--- config.mk ---
export PLATFORM = sky130hd
export DESIGN_NAME = pipe_ctrl_nlane
export DESIGN_NICKNAME = d
export VERILOG_FILES = /design/src/rtl/pipe_ctrl_nlane_pkg.sv /design/src/rtl/pipe_ctrl_nlane_lane_prio_sel.sv /design/src/rtl/pipe_ctrl_nlane.sv
export SDC_FILE = /design/constraint.sdc
export NUM_CORES = 1
export LEC_CHECK = 0
export CAP_MARGIN = 20
export CORE_UTILIZATION = 24
export CTS_CLUSTER_SIZE = 25
export DETAILED_ROUTE_END_ITERATION = 8
export PLACE_DENSITY_LB_ADDON = 0.3
export SYNTH_ARGS = -nofsm -noshare
export SYNTH_HDL_FRONTEND = slang
export SYNTH_HIERARCHICAL = 1
export SYNTH_SLANG_ARGS = --single-unit
--- constraint.sdc ---
create_clock -name clk -period 2.66 [get_ports clk]
set_clock_uncertainty 0.05 [all_clocks]
set_input_delay 0.798 -clock clk [delete_from_list [all_inputs] [get_ports clk]]
set_output_delay 0.798 -clock clk [all_outputs]
set_load 0.01 [all_outputs]
--- src/rtl/pipe_ctrl_nlane_pkg.sv ---
// Shared definitions for the N-lane pipeline controller: FSM encodings, stall/flush patterns, saturating helper.
// Patterns are 32 bits wide and get truncated or zero-extended to NSTAGE at the point of use.
package pipe_ctrl_nlane_pkg;

    typedef enum logic [1:0] {
        CTRL_RUN    = 2'd0,
        CTRL_FDRAIN = 2'd1,
        CTRL_WFI    = 2'd2
    } ctrl_state_e;

    localparam logic [31:0] STALL_IF  = 32'h0000_0001;
    localparam logic [31:0] STALL_ID  = 32'h0000_0003;
    localparam logic [31:0] STALL_EX  = 32'h0000_0007;
    localparam logic [31:0] STALL_ALL = 32'hFFFF_FFFF;

    localparam logic [31:0] FLUSH_IFID   = 32'h0000_0001;
    localparam logic [31:0] FLUSH_IDEX   = 32'h0000_0002;
    localparam logic [31:0] FLUSH_EXMEM  = 32'h0000_0004;
    localparam logic [31:0] FLUSH_BRANCH = 32'h0000_0003;

    function automatic logic [31:0] satInc(input logic [31:0] v);
        return (v == 32'hFFFF_FFFF) ? v : v + 32'd1;
    endfunction

endpackage

--- src/rtl/pipe_ctrl_nlane_lane_prio_sel.sv ---
// Lowest-index priority select across issue lanes: winner one-hot, younger-lane kill mask and target mux.
module lane_prio_sel
    import pipe_ctrl_nlane_pkg::*;
#(
    parameter int ISSUE_W    = 2,
    parameter int ADDR_WIDTH = 32
) (
    input  logic [ISSUE_W-1:0]            i_req,
    input  logic [ISSUE_W*ADDR_WIDTH-1:0] i_pc,
    output logic [ISSUE_W-1:0]            o_onehot,
    output logic [ISSUE_W-1:0]            o_kill,
    output logic [ADDR_WIDTH-1:0]         o_pc
);

    logic w_seen;

    // Every lane above the first requester is younger and gets killed, requesting or not.
    always_comb begin
        o_onehot = '0;
        o_kill   = '0;
        o_pc     = '0;
        w_seen   = 1'b0;
        for (int i = 0; i < ISSUE_W; i++) begin
            if (w_seen) begin
                o_kill[i] = 1'b1;
            end else if (i_req[i]) begin
                o_onehot[i] = 1'b1;
                o_pc        = i_pc[i*ADDR_WIDTH +: ADDR_WIDTH];
                w_seen      = 1'b1;
            end
        end
    end

endmodule

--- src/rtl/pipe_ctrl_nlane.sv ---
// N-lane pipeline controller: branch resolution, per-stage stall/flush, FENCE_DRAIN and WFI_SLEEP FSM.
// Optional perf counters are enabled by defining CTRL_PERF_CNT_EN.
module pipe_ctrl_nlane
    import pipe_ctrl_nlane_pkg::*;
#(
    parameter int ISSUE_W    = 2,
    parameter int NSTAGE     = 5,
    parameter int ADDR_WIDTH = 32,
    parameter int FENCE_TMO  = 64
) (
    input  logic                          clk,
    input  logic                          rst,
    input  logic                          icache_stall_req,
    input  logic                          dcache_stall_req,
    input  logic                          hazard_stall_req,
    input  logic                          ex_stall_req,
    input  logic [ISSUE_W-1:0]            id_fence,
    input  logic [ISSUE_W-1:0]            id_wfi,
    input  logic [ISSUE_W-1:0]            ex_ldst,
    input  logic [ISSUE_W-1:0]            mem_ldst,
    input  logic [ISSUE_W-1:0]            ex_branch,
    input  logic [ISSUE_W*ADDR_WIDTH-1:0] ex_branch_pc,
    input  logic                          csr_excp,
    input  logic                          csr_wfi_clr,
    output logic [NSTAGE-1:0]             ctrl_stall,
    output logic [NSTAGE-2:0]             flush,
    output logic [ISSUE_W-1:0]            lane_kill,
    output logic                          branch_flag,
    output logic [ADDR_WIDTH-1:0]         branch_pc,
    output logic                          fence_mem_req,
    output logic                          fence_tmo,
    output logic [1:0]                    ctrl_state
`ifdef CTRL_PERF_CNT_EN
    ,
    output logic [31:0]                   perf_stall_cnt,
    output logic [31:0]                   perf_flush_cnt
`endif
);

    localparam int CW = $clog2(FENCE_TMO);
    localparam logic [CW-1:0] CNT_LAST = CW'(FENCE_TMO - 1);

    ctrl_state_e         r_state;
    ctrl_state_e         w_next;
    logic [CW-1:0]       r_cnt;
    logic [ISSUE_W-1:0]  w_onehot;
    logic [ISSUE_W-1:0]  w_kill;
    logic                w_branch;
    logic                w_ldst_any;
    logic                w_fence_entry;
    logic                w_wfi_entry;
    logic                w_drain_exit;
    logic [NSTAGE-2:0]   w_br_flush;

    lane_prio_sel #(
        .ISSUE_W    (ISSUE_W),
        .ADDR_WIDTH (ADDR_WIDTH)
    ) u_prio (
        .i_req    (ex_branch),
        .i_pc     (ex_branch_pc),
        .o_onehot (w_onehot),
        .o_kill   (w_kill),
        .o_pc     (branch_pc)
    );

    assign w_branch    = |w_onehot;
    assign branch_flag = w_branch;
    assign w_ldst_any  = |(ex_ldst | mem_ldst);
    assign w_br_flush  = w_branch ? (NSTAGE-1)'(FLUSH_BRANCH) : '0;

    // A fence beats a simultaneous wfi; the wfi is still sitting in ID after the drain and re-requests then.
    assign w_fence_entry = (r_state == CTRL_RUN) && (|id_fence) && w_ldst_any && !w_branch && !csr_excp;
    assign w_wfi_entry   = (r_state == CTRL_RUN) && (|id_wfi) && !csr_wfi_clr && !w_branch && !csr_excp
                           && !w_fence_entry;
    assign w_drain_exit  = (r_state == CTRL_FDRAIN) && (!w_ldst_any || (r_cnt == CNT_LAST));
    assign fence_tmo     = (r_state == CTRL_FDRAIN) && (r_cnt == CNT_LAST) && w_ldst_any;
    assign ctrl_state    = r_state;

    always_ff @(posedge clk or posedge rst) begin
        if (rst) begin
            r_state <= CTRL_RUN;
        end else begin
            r_state <= w_next;
        end
    end

    always_comb begin
        w_next = r_state;
        if (csr_excp) begin
            w_next = CTRL_RUN;
        end else begin
            case (r_state)
                CTRL_RUN: begin
                    if (w_fence_entry)    w_next = CTRL_FDRAIN;
                    else if (w_wfi_entry) w_next = CTRL_WFI;
                end
                CTRL_FDRAIN: if (w_drain_exit) w_next = CTRL_RUN;
                CTRL_WFI:    if (csr_wfi_clr)  w_next = CTRL_RUN;
                default:     w_next = CTRL_RUN;
            endcase
        end
    end

    // Drain cycle counter: zero on the first drain cycle, cleared on every way out of the drain.
    always_ff @(posedge clk or posedge rst) begin
        if (rst) begin
            r_cnt <= '0;
        end else if ((r_state == CTRL_FDRAIN) && !csr_excp && !w_drain_exit) begin
            r_cnt <= r_cnt + CW'(1);
        end else begin
            r_cnt <= '0;
        end
    end

    // An accepted wfi request outranks all stall sources; an exception overrides everything.
    always_comb begin
        ctrl_stall    = '0;
        flush         = '0;
        lane_kill     = w_kill;
        fence_mem_req = 1'b0;
        case (r_state)
            CTRL_WFI: ctrl_stall = NSTAGE'(STALL_ALL);
            CTRL_FDRAIN: begin
                fence_mem_req = 1'b1;
                flush         = w_br_flush;
                ctrl_stall    = dcache_stall_req ? NSTAGE'(STALL_EX) : NSTAGE'(STALL_ID);
            end
            default: begin
                flush = w_br_flush;
                if (!w_wfi_entry) begin
                    if (hazard_stall_req) begin
                        ctrl_stall = NSTAGE'(STALL_ID);
                        flush      = flush | (NSTAGE-1)'(FLUSH_IDEX);
                    end else if (dcache_stall_req) begin
                        ctrl_stall = NSTAGE'(STALL_EX);
                        flush      = flush | (NSTAGE-1)'(FLUSH_EXMEM);
                    end else if (icache_stall_req) begin
                        ctrl_stall = NSTAGE'(STALL_IF);
                        flush      = flush | (NSTAGE-1)'(FLUSH_IFID);
                    end else if (ex_stall_req) begin
                        ctrl_stall = NSTAGE'(STALL_EX);
                        flush      = flush | (NSTAGE-1)'(FLUSH_EXMEM);
                    end
                end
            end
        endcase
        if (csr_excp) begin
            ctrl_stall = '0;
            flush      = '1;
            lane_kill  = '1;
        end
    end

`ifdef CTRL_PERF_CNT_EN
    always_ff @(posedge clk or posedge rst) begin
        if (rst) begin
            perf_stall_cnt <= '0;
            perf_flush_cnt <= '0;
        end else begin
            if (|ctrl_stall)           perf_stall_cnt <= satInc(perf_stall_cnt);
            if (w_branch || csr_excp)  perf_flush_cnt <= satInc(perf_flush_cnt);
        end
    end
`else
    // Without the perf option no counter state exists; all other behaviour is unchanged.
`endif

endmodule

Word-level counts from Yosys, hierarchy flattened --
Index checks and enable logic that the tools add are counted.
Cells by class: $add $sub $neg 1, equal/unequal tests 6, mux-type cells 32, bitwise operators 1, reduce and logical (&&, ||, !) cells 27
Operator list (count):
- 32-bit two-way mux | 3
- 3-bit two-way mux | 11
- 1-bit logical AND | 14
- 2-bit two-way mux | 7
- 5-bit case mux with 2 select lines | 1
- 4-bit case mux with 2 select lines | 1
- 2-bit OR reduction | 4
- 6-bit by 1-bit adder with 6-bit output (second input constant) | 1
- 6-bit equality test (second input constant) | 1
- 1-bit zero test | 6
- 6-bit two-way mux | 1
- 3-bit != test (second input constant) | 2
- 2-bit case mux with 3 select lines | 1
- 1-bit two-way mux | 5
- 5-bit two-way mux | 1
- 4-bit two-way mux | 1
- 4-bit != test (second input constant) | 1
- 3-bit AND reduction | 1
- 2-bit by 1-bit equality test with 1-bit output (second input constant) | 1
- 2-bit equality test (second input constant) | 1
- 2-bit zero test | 1
- 2-bit OR | 1
- 1-bit logical OR | 1
Storage, ports and cells: register bits 8, output and inout bits 48

Logic depth before layout (Yosys ltp) --
Gate-level depths: netlist of run 1.
depth after elaboration 12, depth in mapped cells 9, gate-level depth less buffers 6

By module --
The synthesis of run 1 kept the hierarchy.
Modules (own cells, without submodules):
- pipe_ctrl_nlane | times used 1, cells an instance 81, area each 698.2 µm², sequential area each 200.2 µm²
- lane_prio_sel | times used 1, cells an instance 47, area each 384.1 µm², sequential area each 0.0 µm²

Least setup slack after synthesis of run 1 --
Ideal clock, no wire load.
path type input port to output port, start point input port ex_branch[0], end point output port flush[0], data arrival time 2.005 ns, data required time 1.812 ns, path slack -0.193 ns, stages on the path 8, buffers on the path 3, path through buf_4 nor2b_2 buf_6 buf_6 nor4_1 o2111ai_1 nand2b_1 o21ai_0
On the way: word-level cells in the longest chain between the ends 11, elaborated cells between the ends (all ways) 18, classes of those cells mux: 10; reduce/logical: 8
RTL lines:
- from (decl) | line pipe_ctrl_nlane.sv:21 | input logic [ISSUE_W-1:0] ex_branch,
- 1-bit two-way mux (*) | line pipe_ctrl_nlane_lane_prio_sel.sv:26 | end else if (i_req[i]) begin
- 1-bit two-way mux (*) | line pipe_ctrl_nlane_lane_prio_sel.sv:24 | if (w_seen) begin
- via w_onehot[1] | line pipe_ctrl_nlane.sv:46 | logic [ISSUE_W-1:0] w_onehot;
- 2-bit OR reduction (*) | line pipe_ctrl_nlane.sv:66 | assign w_branch = |w_onehot;
- 2-bit two-way mux or 1-bit zero test (tied branches) | line pipe_ctrl_nlane.sv:69, pipe_ctrl_nlane.sv:72, pipe_ctrl_nlane.sv:73
- 3-bit two-way mux or 1-bit logical AND (tied branches) | line pipe_ctrl_nlane.sv:140, pipe_ctrl_nlane.sv:72
- 3-bit two-way mux or 1-bit logical AND (tied branches) | line pipe_ctrl_nlane.sv:137, pipe_ctrl_nlane.sv:72
- 3-bit two-way mux or 1-bit zero test (tied branches) | line pipe_ctrl_nlane.sv:134, pipe_ctrl_nlane.sv:74
- 3-bit two-way mux or 1-bit logical AND (tied branches) | line pipe_ctrl_nlane.sv:131, pipe_ctrl_nlane.sv:74
- 3-bit two-way mux | line pipe_ctrl_nlane.sv:130 | if (!w_wfi_entry) begin
- 4-bit case mux with 2 select lines (*) | line pipe_ctrl_nlane.sv:121 | case (r_state)
- 4-bit two-way mux (*) | line pipe_ctrl_nlane.sv:147 | if (csr_excp) begin
- to (decl) | line pipe_ctrl_nlane.sv:26 | output logic [NSTAGE-2:0] flush,
The timed path passes the listed nets; every way through them passes the cells marked *.

Final worst setup path of run 1 --
start point input port id_wfi[0], end point output port flush[2]
On the way: word-level cells in the longest chain between the ends 9
RTL lines:
- from (decl) | line pipe_ctrl_nlane.sv:18 | input logic [ISSUE_W-1:0] id_wfi,
- 2-bit OR reduction | line pipe_ctrl_nlane.sv:73 | assign w_wfi_entry = (r_state == CTRL_RUN) && (|id_wfi) && !csr_wfi_clr && !w_branch && !csr_excp
- 1-bit logical AND (4 in a row) | line pipe_ctrl_nlane.sv:73
- 1-bit logical AND | line pipe_ctrl_nlane.sv:74 | && !w_fence_entry;
- 3-bit two-way mux | line pipe_ctrl_nlane.sv:130
- 4-bit case mux with 2 select lines | line pipe_ctrl_nlane.sv:121
- 4-bit two-way mux | line pipe_ctrl_nlane.sv:147
Every way passes these cells.

==> results of run 1 <==
[power breakdown]
part / leakage (nW) / internal (mW) / total [mW] / switching (mW)
registers: 0.111 / 0.126 / 0.128 / 0.00233
logic: 1.06 / 0.258 / 0.423 / 0.165
clock network: 0.0216 / 0.0981 / 0.147 / 0.0490
total: 1.20 / 0.482 / 0.698 / 0.216
[cell type report]
class | count | area (um^2)
flip-flops and latches | 8 | 200
inverters | 6 | 22.5
well taps | 52 | 65.1
clock buffers | 3 | 41.3
fillers | 392 | 1750
repair buffers | 162 | 1440
multi-input cells | 99 | 841
[placed cells by master (no fill, tap or decap), types with 2 or more instances in the layout]
cell / Yosys / layout
clkbuf_8: 0 / 3
buf_6: 4 / 5
or2_4: 0 / 2
nor2_1: 14 / 12
ha_1: 5 / 5
or2_2: 3 / 2
clkbuf_2: 0 / 27
dlygate4sd2_1: 0 / 16
inv_1: 6 / 6
a21oi_1: 3 / 2
buf_2: 1 / 7
buf_4: 6 / 26
xnor2_1: 3 / 3
nand3_1: 2 / 2
buf_12: 0 / 2
nand2_1: 6 / 6
o21ai_2: 0 / 2
clkdlybuf4s50_1: 0 / 73
a22o_1: 31 / 31
nor3_1: 3 / 3
clkdlybuf4s15_2: 0 / 2
clkdlybuf4s15_1: 0 / 2
o211a_1: 2 / 2
dfrtp_1: 8 / 8
[metal layers]
| layer | track usage [%] | up-vias | wire, um |
|---|---|---|---|
| li1 | - | 780 | - |
| met1 | 24.3 | 716 | 2040 |
| met2 | 37.0 | 73 | 2480 |
| met3 | 2.92 | 7 | 304 |
| met4 | 4.31 | 0 | 74 |
| met5 | 0 | - | 0 |
[flip-flops by register name (all words and copies together) (netlist names)]
name,count
r_cnt,6
ctrl_state,2
[what timing repair did]
action | CTS | global route
cloned | 2 | 0
setup endpoints to repair | 45 | 20
buffers inserted | 8 | 1
resized for setup | 101 | 61
hold endpoints to repair | 0 | 0
pin swaps | 10 | 3
[cell families (layout without fill, tap and decap cells)]
| group | Yosys count | in the layout | share of synthesized area (%) |
|---|---|---|---|
| flops | 8 | 8 | 18.5 |
| compound gates | 50 | 50 | 40.7 |
| other cells | 1 | 1 | 0.346 |
| buf+inv | 21 | 171 | 12.3 |
| xor+xnor | 4 | 4 | 3.24 |
| simple gates | 39 | 39 | 19.2 |
| fa+ha+maj | 5 | 5 | 5.78 |
[per-stage QoR]
stage | setup TNS (ns) | power [mW]
floorplan | -0.0498 | 0.294
detailed placement | -31.43 | 0.555
global placement | -30.90 | 0.552
finish | -0.750 | 0.698
global route | -1.12 | 0.740
CTS | -1.43 | 0.700
[critical path, delay by kind of cell]
kind	cells	cell delay, ns
buffers and inverters	3	0.54
and+or+nand+nor	2	0.40
AOI/OAI and AO/OA	2	0.27
[worst paths after layout]
| kind | cells after the start | from | to |
|---|---|---|---|
| max reg2reg | 8 | ctrl_state[1]$_DFFE_PP0P_ | ctrl_state[1]$_DFFE_PP0P_ |
| max in group asynchronous | 2 | rst | r_cnt[3]$_DFF_PP0_ |
| min in group asynchronous | 2 | rst | ctrl_state[1]$_DFFE_PP0P_ |
| max | 7 | id_wfi[0] | flush[2] |
| min reg2reg | 1 | r_cnt[0]$_DFF_PP0_ | r_cnt[0]$_DFF_PP0_ |
| min | 1 | r_cnt[0]$_DFF_PP0_ | r_cnt[0]$_DFF_PP0_ |
==> metrics.md, run 1 <==
| Metric | Value |
|---|---|
| H-tree levels | `1` |
| CP Max Fanout | `4` |
| CTS Buffer Depth | `2` |
| Via density | `approximately 4.8` |
| CTS root buffer | `clkbuf_8` |
| Total of max-cap violations | `0` |
| Dpl hpwl | `about 3700 um` |
| Post-synth ARST share | `100%` |
| Synth-to-layout area growth | `141%` |
| Final setup violation count | `6` |
| Leading area contributor after synthesis | `a22o_1` |
| Routed Wire Length | `slightly below 5000 um` |
| Vias in the first global route | `around 1,500` |
| Flop2flop setup slack | `around 0.63 ns` |
| TritonRoute pass-1 iters | `4` |
| Synth area leaders | `a22o_1 25%, dfrtp_1 18%, ha_1 5.8%` |
| Status | `finished with violations` |
| Final instance area | `0.00261 mm^2` |
| Final nets | `367` |
| Layout cells sized above 1 | `approximately 34%` |
| Crit path DAT | `~2.0 ns` |
| Fin. max-slew vios | `0` |
| Yosys warns | `6` |
| GRT Overall Usage | `between 20% and 30%` |
| Violated checks | `setup timing` |
| Post-synthesis cell area | `around 0.0011 mm^2` |
| Syn avg cell area | `approximately 8.5 um^2` |
| CP peak stage delay | `about 0.26 ns` |
| Worst Setup Start Kind | `primary input` |
| Final hold viol count | `0` |
| Clock sink count | `8` |
| Largest net degree at the start of global routing | `31` |
| IO Port Bufs | `~130` |
| Hold slack | `between 0.4 and 0.5 ns` |
| Syn Nets | `~220` |
| Initial cell density of the core | `around 25%` |
| Die Width | `69.2 um` |
| Min cycle time layout | `2.85 ns` |
| Clock slew at reported path FFs | `about 0.040 ns` |
| First-pass GRT wire length | `slightly below 8000 um` |
| Setup crit end kind | `output pin` |
| Core box area | `~0.0044 mm^2` |
| Total grt overflow | `0` |
| Die height | `around 69 um` |
| Layout Cells excl Fill | `330` |
| GP Congestion | `just over 0.8` |
| Post-layout util | `approximately 60%` |
| Leakage power | `~1.2 nW` |
| Num CTS Buffers | `3` |
| Unique masters post-synth | `40` |
| FMAX | `between 300 and 400 MHz` |
| Initial antenna violation count | `0` |
| Post-synthesis sequential area ratio | `18.5%` |
| CP Class | `primary input to output pin` |
| Max VDD drop | `0.000205 V` |
| Pre-CTS setup slack | `-0.952 ns` |
| Worst Slack Setup Final | `-0.190 ns` |
| Most frequent cell after synthesis | `a22o_1` |
| Area share of the largest cell type after synthesis | `roughly 25%` |
| Remaining DRCs | `0` |
| Post-synth EDFFs | `0` |
| Post-synth top flop | `dfrtp_1` |
| Routed via count | `1,576` |
| Part of the cycle the worst path needs | `107%` |
| CTS tree | `done` |
| PD cells | `roughly 270 mW/mm^2` |
| Cts-stage hold buffer count | `0` |
| DP Cell Count | `~320` |
| Routed len/inst | `between 10 and 15 um` |
| Critical-path top delay cell | `or2_4` |
| Site Rows | `24` |
| DRT iter0 DRCs | `between 70 and 80` |
| Cells after Synth | `128` |
| Placed instance area | `~0.0025 mm^2` |
| Critical Path RT | `~1.8 ns` |
| Boundary pin count | `between 100 and 150` |
| Hold crit path type | `register to register` |
| Worst path cell trace | `dlygate4sd2_1 -> or2_4 -> o2111ai_4 -> nand2b_1 -> buf_4 -> o31ai_2 -> buf_2` |
| Clk_lat worst skew | `0.23 ns` |
| Antenna Nets Post-Route | `0` |
| Die ar. | `0.00478 mm^2` |
| #FFs+latches synth | `8` |
| Antenna fix cells | `0` |
| RSZ-0062 raised after global routing | `yes` |
| Synth top cells by count | `31 x a22o_1, 14 x nor2_1, 8 x dfrtp_1` |
No activity file was read; power rests on OpenSTA's default activity.
==> inputs of run 2 (changes only) <==
--- a/config.mk
+++ b/config.mk
@@ -9,6 +9,7 @@
 export CORE_UTILIZATION = 24
 export CTS_CLUSTER_SIZE = 25
 export DETAILED_ROUTE_END_ITERATION = 8
+export GPL_ROUTABILITY_DRIVEN = 0
 export PLACE_DENSITY_LB_ADDON = 0.3
 export SYNTH_ARGS = -nofsm -noshare
 export SYNTH_HDL_FRONTEND = slang
==> results of run 2 <==
Final layout, timing and power as in run 1 (identical DEF).
==> inputs of run 3 (changes only) <==
--- a/config.mk
+++ b/config.mk
@@ -5,6 +5,7 @@
 export SDC_FILE = /design/constraint.sdc
 export NUM_CORES = 1
 export LEC_CHECK = 0
+export ABC_CLOCK_PERIOD_IN_PS = 2660
 export CAP_MARGIN = 20
 export CORE_UTILIZATION = 24
 export CTS_CLUSTER_SIZE = 25
==> results of run 3 <==
Final layout, timing and power as in run 1 (identical DEF).
